==> config.mk <==
export PLATFORM = sky130hd
export DESIGN_NAME = inst_buffer
export DESIGN_NICKNAME = d
export VERILOG_FILES = /design/src/rtl/inst_buffer.sv
export SDC_FILE = /design/constraint.sdc
export NUM_CORES = 1
export LEC_CHECK = 0
export CAP_MARGIN = 15
export CELL_PAD_IN_SITES_DETAIL_PLACEMENT = 1
export CELL_PAD_IN_SITES_GLOBAL_PLACEMENT = 1
export CORE_UTILIZATION = 47
export CTS_BUF_LIST = sky130_fd_sc_hd__clkbuf_8 sky130_fd_sc_hd__clkbuf_16
export CTS_CLUSTER_DIAMETER = 50
export DETAILED_ROUTE_END_ITERATION = 10
export PLACE_DENSITY = 0.88
export SETUP_SLACK_MARGIN = 0.15
export SLEW_MARGIN = 20
export SYNTH_ARGS = -nofsm -noshare
export SYNTH_HDL_FRONTEND = slang
export SYNTH_SLANG_ARGS = --single-unit
==> constraint.sdc <==
create_clock -name clock -period 8.77 [get_ports clock]
set_clock_uncertainty 0.05 [all_clocks]
set_input_delay 2.1925 -clock clock [delete_from_list [all_inputs] [get_ports clock]]
set_output_delay 2.1925 -clock clock [all_outputs]
set_load 0.01 [all_outputs]
==> src/rtl/inst_buffer.sv <==
// Instruction buffer: circular FIFO between fetch and decode. Optional same-cycle
// fetch-to-decode forwarding when empty is compiled in with IB_BYPASS_EN.
package inst_buffer_pkg;
    localparam logic [31:0] IB_NOP = 32'h00000013;

    typedef struct packed {
        logic        valid;
        logic [31:0] inst;
        logic [31:0] pc;
        logic [31:0] npc;
    } IB_DP_PACKET;
endpackage

module inst_buffer
    import inst_buffer_pkg::*;
#(
    parameter int DEPTH = 8
) (
    input  logic                     clock,
    input  logic                     reset_n,
    input  logic                     if_valid,
    input  logic [31:0]              if_inst,
    input  logic [31:0]              if_pc,
    input  logic [31:0]              if_npc,
    output logic                     if_ready,
    input  logic                     dp_ready,
    output IB_DP_PACKET              dp_packet,
    input  logic                     squash,
    output logic [$clog2(DEPTH):0]   count
);
    localparam int AW = $clog2(DEPTH);
    localparam int CW = AW + 1;

    logic [31:0]   mem_inst [DEPTH];
    logic [31:0]   mem_pc   [DEPTH];
    logic [31:0]   mem_npc  [DEPTH];
    logic [AW-1:0] head;
    logic [AW-1:0] tail;

    logic fifo_valid;
    logic bypass;
    logic push;
    logic store;
    logic pop_fifo;

    // A full buffer refuses the push even when the head pops this cycle.
    assign if_ready   = (count < CW'(DEPTH)) && !squash;
    assign push       = if_valid && if_ready;
    assign fifo_valid = (count != '0) && !squash;
    assign pop_fifo   = fifo_valid && dp_ready;

`ifdef IB_BYPASS_EN
    assign bypass = (count == '0) && if_valid && !squash;
`else
    assign bypass = 1'b0;
`endif

    // A forwarded instruction the decoder takes immediately never occupies an entry.
    assign store = push && !(bypass && dp_ready);

    always_comb begin
        dp_packet.valid = 1'b0;
        dp_packet.inst  = IB_NOP;
        dp_packet.pc    = '0;
        dp_packet.npc   = '0;
`ifdef IB_BYPASS_EN
        if (bypass) begin
            dp_packet.valid = 1'b1;
            dp_packet.inst  = if_inst;
            dp_packet.pc    = if_pc;
            dp_packet.npc   = if_npc;
        end else
`endif
        if (fifo_valid) begin
            dp_packet.valid = 1'b1;
            dp_packet.inst  = mem_inst[head];
            dp_packet.pc    = mem_pc[head];
            dp_packet.npc   = mem_npc[head];
        end
    end

    always_ff @(posedge clock) begin
        if (store) begin
            mem_inst[tail] <= if_inst;
            mem_pc[tail]   <= if_pc;
            mem_npc[tail]  <= if_npc;
        end
    end

    always_ff @(posedge clock or negedge reset_n) begin
        if (!reset_n) begin
            head  <= '0;
            tail  <= '0;
            count <= '0;
        end else if (squash) begin
            head  <= '0;
            tail  <= '0;
            count <= '0;
        end else begin
            if (store)
                tail <= tail + AW'(1);
            if (pop_fifo)
                head <= head + AW'(1);
            if (store && !pop_fifo)
                count <= count + CW'(1);
            else if (!store && pop_fifo)
                count <= count - CW'(1);
        end
    end
endmodule

### After elaboration in Yosys (flattened, before gate mapping)

Memory sizes are Yosys's and may differ from the RTL's.
Cells that the tools add are included.

| cells by class | value |
|---|---|
| equal/unequal tests | 0 |
| reductions and logical operators | 13 |
| div/mod/pow operators | 0 |
| mux-type cells | 10 |
| $mul | 0 |
| shift operators | 0 |
| add/subtract/negate cells | 4 |
| bitwise gates (word level) | 0 |
| order comparisons | 1 |

Operator list:

| cell | number |
|---|---|
| $mux 97 | 1 |
| $mux 3 | 4 |
| $mux 4 | 3 |
| $add 3x1->3 const B | 2 |
| $logic_and 1x1->1 | 6 |
| $add 4x1->4 const B | 1 |
| $lt 4x4->1 const B | 1 |
| $reduce_bool 2->1 | 2 |
| $reduce_bool 4->1 | 1 |
| $sub 4x1->4 const B | 1 |
| $logic_not 1->1 | 3 |
| $reduce_bool 3->1 | 1 |
| $mux 1 | 2 |

| word-level totals | value |
|---|---|
| logic and storage cells | 34 |
| input port bits | 101 |
| bits in latches | 0 |
| register bits | 10 |
| memory bits (writable) | 768 |
| ROM bits | 0 |
| output and inout bits | 102 |
| memories kept | 3 |

Memory list:

| name | depth | bits a word | read ports | clocked after Yosys merged registers in | write ports | RTL line | RTL |
|---|---|---|---|---|---|---|---|
| mem_inst | 8 | 32 | 1 | 0 | 1 | 34 | `logic [31:0] mem_inst [DEPTH];` |
| mem_npc | 8 | 32 | 1 | 0 | 1 | 36 | `logic [31:0] mem_npc [DEPTH];` |
| mem_pc | 8 | 32 | 1 | 0 | 1 | 35 | `logic [31:0] mem_pc [DEPTH];` |

### Logic depth before layout (Yosys ltp)

Gate-level depths: netlist (run 1).

| logic depth | value |
|---|---|
| word-level depth | 8 |
| mapped depth | 9 |
| depth with buffers taken out | 8 |

### Worst setup path after synthesis (run 1)

No wires, ideal clock.

| timing | value |
|---|---|
| kind | input to register |
| from | input if_valid |
| to | memory mem_inst[0][0] (enable) |
| cell stages on the path | 4 |
| setup time | 0.668 ns |
| data required time | 8.052 ns |
| path buffers | 1 |
| slack | -1.262 ns |
| arrival time | 9.314 ns |
| cells stage by stage | nand2b_1 > clkbuf_1 > or3_1 > nor3_1 |

| on the way | value |
|---|---|
| longest elaborated chain between the ends | 3 |

Ends and longest elaborated chain:

| element | RTL line | RTL |
|---|---|---|
| start, declared | 21 | `input logic if_valid,` |
| $logic_and 1x1->1 | 48 | `assign push = if_valid && if_ready;` |
| $mux 1 | 83 | `if (store) begin` |
| $mux 1 (not written as such) | 84 | `mem_inst[tail] <= if_inst;` |
| end, declared | 34 |  |

No other way between the ends.

==> flow_metrics.env, run 1 <==
export IMPL_status="finished clean"
export IMPL_slew_viol_final=0
export IMPL_die_area_um2=64200
export IMPL_dr_pass1_iters=5
export IMPL_synthMuxAreaShare_pct=17.9
export IMPL_ys_async_sr_fraction_pct=1.29
export IMPL_worstSetupPathType="in -> out"
export IMPL_drt_iter0_markers=917
export IMPL_synth_simple_area_share_pct=1.85
export IMPL_globalplace_congestion=0.704
export IMPL_track_usage_pct=20.7
export IMPL_yosysWarningCount=0
export IMPL_tritoncts="built"
export IMPL_hold_viol=0
export IMPL_cts_buffer_depth=3
export IMPL_intPower_w=0.00733
export IMPL_synth_fa_ha_area_share_pct=0.236
export IMPL_synth_area_per_cell_um2=23.0
export IMPL_wl_per_cell_um=26.4
export IMPL_clkPwrFrac_pct=35.7
export IMPL_comb_power_share_pct=20.4
export IMPL_h_tree_depth=3
export IMPL_tns_ps=0
export IMPL_ys_types=32
export IMPL_slew_headroom_pct=31.8
export IMPL_seq_area_frac_synth_pct=78.5
export IMPL_synth_area_leaders="edfxtp_1 78%, mux4_2 15%, mux2i_1 3.3%, nor2_1 1.4%, dfrtp_1 0.84%"
export IMPL_synth_ff_type="edfxtp_1"
export IMPL_path_clk_slew_ps=60
export IMPL_layout_common_cells="768 x edfxtp_1, 202 x clkdlybuf4s50_1, 192 x mux4_2"
export IMPL_hpwl_mm=35.3
export IMPL_endpoint_kind="output port"
export IMPL_cts_setup_buffers=0
export IMPL_reg2reg_depth=4
export IMPL_cts_buffers=86
export IMPL_via_per_inst=5.60
export IMPL_worst_ep_arrival_time_ps=4830
export IMPL_syn2layout_area_growth_pct=19.9
export IMPL_cts_root_buf="clkbuf_16"
export IMPL_drive_gt1_share_pct=22.4
export IMPL_crit_path_max_fanout=63
export IMPL_placementRows=91
export IMPL_place_area_um2=32800
export IMPL_ctsHoldBuffers=0
export IMPL_p_per_area_nw_per_um2=276
export IMPL_grt_antenna_before_repair=9
export IMPL_pwr_share_seq_pct=43.9
export IMPL_max_clock_freq_mhz=141
export IMPL_switching_power_w=0.00251
export IMPL_die_width_um=253
export IMPL_setup_viol=0
export IMPL_core_area_um2=62100
export IMPL_min_period_over_period_pct=80.7
export IMPL_grt_pass1_vias=15400
export IMPL_final_fill_count=5178
export IMPL_wirelength_mm=64.6
export IMPL_synth_top_cell_by_area="edfxtp_1"
export IMPL_synth_edf_count=768
export IMPL_switching_share_pct=25.5
export IMPL_synth_compound_area_share_pct=0.164
export IMPL_hold_path_class="reg -> reg"
export IMPL_worstMarginPinSlew_ps=1020
export IMPL_drc=0
export IMPL_clock_latency_ps=620
export IMPL_ys_ff_latch=778
export IMPL_via_count=13700
export IMPL_overflow=0
export IMPL_rsz0062_at_grt="false"
export IMPL_synthesis_nets=1399
export IMPL_final_common_cell="edfxtp_1"
export IMPL_drv_cap=0
export IMPL_final_area_um2=35600
export IMPL_yosysTopAreaCellShare_pct=77.7
export IMPL_synth_top_family_by_area="multiplexers"
export IMPL_cts_resized=0
export IMPL_drtAntennaViolNets=0
export IMPL_whs_path_depth=2
export IMPL_p_leak_nw=10.9
export IMPL_nets=1643
export IMPL_grt_pass1_wl_mm=96.8
export IMPL_synth_xor_area_share_pct=0.202
export IMPL_cts_sinks=778
export IMPL_crit_required_ps=6530
export IMPL_io_buffers=202
export IMPL_initial_utilization_pct=47.9
export IMPL_synthCells=1293
export IMPL_ir_worst_vdd_mv=0.175
export IMPL_pin_count=203
export IMPL_fin_crit_ps=7080
export IMPL_dieHeight_um=253
export IMPL_worstSetupStartpointType="primary input"
export IMPL_syn_area_um2=29700
export IMPL_grt_max_degree=97
-- cells by family (layout without fill, tap and decap cells) --
family	after synthesis	after routing
simple gates	133	133
fa+ha+maj	5	5
compound gates	7	7
flops	778	778
buf+inv	73	388
mux	291	291
other cells	0	4
xor+xnor	6	6
-- flip-flops by register name, summed over array words and instances, names as in the netlist --
| signal | count |
|---|---|
| count | 4 |
| head | 3 |
| mem_inst | 256 |
| mem_npc | 256 |
| mem_pc | 256 |
| tail | 3 |
-- Yosys cell counts, types with 2 or more instances --
master	n
nand3b_1	3
buf_4	3
nor3_1	2
clkbuf_1	15
inv_1	5
edfxtp_1	768
nand2b_1	4
dfrtp_1	10
buf_2	34
mux2i_1	97
nand2_1	7
buf_1	16
nor2_1	109
ha_1	4
mux2_4	2
nand3_1	3
mux4_2	192
xor2_1	5
-- through the flow --
step / power, W / utilization, % / hold slack [ps] / instances / setup slack (ps)
2_1_floorplan: 0.00568 / - / 496 / 1293 / 1320
3_3_place_gp: 0.00635 / 52.8 / 517 / 2285 / 1800
3_5_place_dp: 0.00643 / 52.8 / 542 / 2285 / 1700
4_1_cts: 0.00995 / 57.3 / 568 / 2444 / 1660
5_1_grt: 0.0102 / 57.4 / 602 / 2448 / 1510
6_report: 0.00984 / 57.4 / 579 / 2449 / 1690
-- power by group through the flow --
stage	clock network (W)	logic [W]	registers, W
finish	0.00351	0.00200	0.00432
global route	0.00370	0.00216	0.00434
CTS	0.00358	0.00200	0.00437
detailed placement	0	0.00199	0.00445
global placement	0	0.00192	0.00443
floorplan	0	0.00134	0.00434
-- critical path, cell delays in order --
cell,delay (ps)
clkdlybuf4s50_1,860
nand2b_4,780
buf_4,390
nor2_1,110
clkdlybuf4s50_1,490
-- final timing paths --
| check | start | endpoint | slack, ps |
|---|---|---|---|
| setup / recovery | squash | dp_packet[3] | 1690 |
| hold / removal | tail[0] | tail[0] | 580 |
| setup reg to reg | count[3] | mem_inst[6][7] | 5720 |
| hold reg to reg | tail[0] | tail[0] | 580 |
| max in group asynchronous | reset_n | head[1] | 6450 |
| min in group asynchronous | reset_n | count[0] | 1850 |
-- metal layers --
metal / wire [µm] / share of wire [%] / GRT usage (%)
met1: 25300 / 39 / 25.3
met2: 34300 / 53 / 36.3
met3: 3720 / 5.8 / 4.75
met4: 1260 / 2.0 / 6.23
met5: 83 / 0.13 / 0
-- final cells by class --
type                       count  area, µm²  area share [%]
tap                          837       1050            2.94
clock buffer                  90       2250            6.32
clock inverter                69        554            1.56
timing repair buffer         224       2280            6.41
antenna                        4       10.0          0.0281
inverter                       5       18.8          0.0527
sequential                   778      23300            65.5
multi-input combinational    442       6130            17.2
(Power assumes the default switching activity.)
==> run 2, diff against run 1 <==
- clock period: 8.77 -> 6.3 ns (I/O delays scaled with it)
==> run 2 against run 1 <==
Flip-flop and latch count unchanged. Final area grew 0.92%. Setup slack worse by 600 ps. Sequential share of layout area decreased by 0.59 points. Sequential power up 40%. First-iteration DRC count grew 6.8%. Critical path depth is the same. Highest routed layer unchanged.
==> flow_metrics.env, run 2 (synthesized netlist as in run 1, its figures left out) <==
export IMPL_status="finished clean"
export IMPL_post_route_util_pct=57.9
export IMPL_crit_required_ps=4680
export IMPL_worstSetupPathType="reg -> out"
export IMPL_overflow=0
export IMPL_ctsHoldBuffers=0
export IMPL_drv_cap=0
export IMPL_final_common_cell="edfxtp_1"
export IMPL_worstSetupStartpointType="flip-flop"
export IMPL_worstPathCellList="buf_4 -> mux4_2 -> mux2i_1 -> nor2_1 -> clkdlybuf4s50_1"
export IMPL_pin_count=203
export IMPL_syn2layout_area_growth_pct=21.0
export IMPL_worst_hold_startpoint="count[2]"
export IMPL_cts_buffer_depth=3
export IMPL_placementRows=91
export IMPL_nets=1659
export IMPL_max_clock_freq_mhz=192
export IMPL_crit_cells=5
export IMPL_slew_headroom_pct=37.7
export IMPL_hpwl_mm=35.9
export IMPL_pwr_share_seq_pct=43.0
export IMPL_slowest_stage="dfrtp_4"
export IMPL_hold_viol=0
export IMPL_h_tree_depth=3
export IMPL_cts_sinks=778
export IMPL_fin_crit_ps=5210
export IMPL_min_period_over_period_pct=82.7
export IMPL_p_total_w=0.0140
export IMPL_hold_path_class="reg -> reg"
export IMPL_die_width_um=253
export IMPL_p_leak_nw=11.1
export IMPL_tritoncts="built"
export IMPL_cp_startpoint="head[0]"
export IMPL_crit_reg2reg_launch="count[3]"
export IMPL_final_fill_count=5163
export IMPL_worstMarginPinSlew_ps=935
export IMPL_switching_share_pct=25.8
export IMPL_via_count=13900
export IMPL_grt_pass1_vias=15500
export IMPL_path_clk_slew_ps=50
export IMPL_clock_latency_ps=640
export IMPL_track_usage_pct=21.6
export IMPL_pre_cts_slack_ps=1180
export IMPL_dieHeight_um=253
export IMPL_switching_power_w=0.00361
export IMPL_layout_common_cells="768 x edfxtp_1, 202 x clkdlybuf4s50_1, 192 x mux4_2"
export IMPL_wl_per_cell_um=27.4
export IMPL_cts_buffers=90
export IMPL_ir_worst_vdd_mv=0.270
export IMPL_comb_power_share_pct=20.6
export IMPL_setup_viol=0
export IMPL_tns_ps=0
export IMPL_grt_antenna_before_repair=6
export IMPL_layout_setup_ws_ps=1090
export IMPL_reg_top3="mem_inst: 256 flops, mem_npc: 256 flops, mem_pc: 256 flops"
export IMPL_globalplace_congestion=0.747
export IMPL_p_per_area_nw_per_um2=390
export IMPL_grt_max_degree=97
export IMPL_clkPwrFrac_pct=36.4
export IMPL_cts_root_buf="clkbuf_16"
export IMPL_grt_pass1_wl_mm=100
export IMPL_core_area_um2=62100
export IMPL_rsz0062_at_grt="false"
export IMPL_worst_path_buf_inv=2
export IMPL_io_buffers=202
export IMPL_cts_resized=0
export IMPL_drc=0
export IMPL_slowest_delay_ps=980
export IMPL_wirelength_mm=67.6
export IMPL_critPathTopFamily="flip-flops"
export IMPL_reg2reg_depth=4
export IMPL_dr_pass1_iters=5
export IMPL_slew_viol_final=0
export IMPL_intPower_w=0.0104
export IMPL_crit_path_max_fanout=41
export IMPL_cts_setup_buffers=0
export IMPL_whs_path_depth=2
export IMPL_endpoint_kind="output port"
export IMPL_drt_iter0_markers=979
export IMPL_die_area_um2=64200
export IMPL_worst_ep_arrival_time_ps=3590
export IMPL_initial_utilization_pct=47.9
export IMPL_via_per_inst=5.63
export IMPL_drtAntennaViolNets=0
export IMPL_drive_gt1_share_pct=23.6
run 2: cell count changes in the layout (fill, tap and decap cells not counted), sizes merged:
cell / delta
buf: +12
bufinv: +2
clkbuf: +3
clkinv: +2
clkinvlp: -2
inv: +4
run 2: path summary, 6_finish.rpt:
kind / endpoint / slack, ps
setup / recovery: dp_packet[81] / 1090
hold / removal: count[2] / 570
setup reg to reg: mem_pc[0][28] / 3410
hold reg to reg: count[2] / 570
max in group asynchronous: head[0] / 4600
min in group asynchronous: tail[1] / 1220
run 2: per-stage QoR:
stage	instance area, µm²	cells	hold WS [ps]
6_report	35900	2470	566
4_1_cts	35900	2465	567
3_3_place_gp	33000	2297	527
3_5_place_dp	33000	2297	540
5_1_grt	35900	2469	597
2_1_floorplan	29700	1293	496
run 2: routing by layer:
layer  share of wire [%]  vias up  wire, µm  global-route usage, %
met3                 4.9      110      3290                   4.31
li1                    -     5933         -                      -
met2                  53      395     35700                   37.9
met1                  40     7456     27000                   26.8
met4                 2.2        6      1510                   7.05
met5               0.056        -        38                      0
run 2: power by group through the flow:
stage	clock (W)	combinational [W]	sequential (W)
floorplan	0	0.00186	0.00604
global placement	0	0.00277	0.00615
detailed placement	0	0.00288	0.00618
CTS	0.00521	0.00291	0.00607
global route	0.00536	0.00309	0.00605
finish	0.00511	0.00289	0.00603
run 2: layout make-up:
| cell class | instances | area, µm² | share of cell area [%] |
|---|---|---|---|
| sequential | 778 | 23300 | 64.9 |
| multi-input combinational | 442 | 6130 | 17.1 |
| timing repair buffer | 236 | 2460 | 6.84 |
| clock buffer | 93 | 2300 | 6.41 |
| tap | 837 | 1050 | 2.91 |
| clock inverter | 75 | 651 | 1.81 |
| inverter | 5 | 18.8 | 0.0522 |
| antenna | 4 | 10.0 | 0.0278 |
run 2: tightest hold or removal path, stage by stage, from the launching register on:
cell and delay [ps]:
dfrtp_1 390, nand3b_1 110, o31ai_1 80
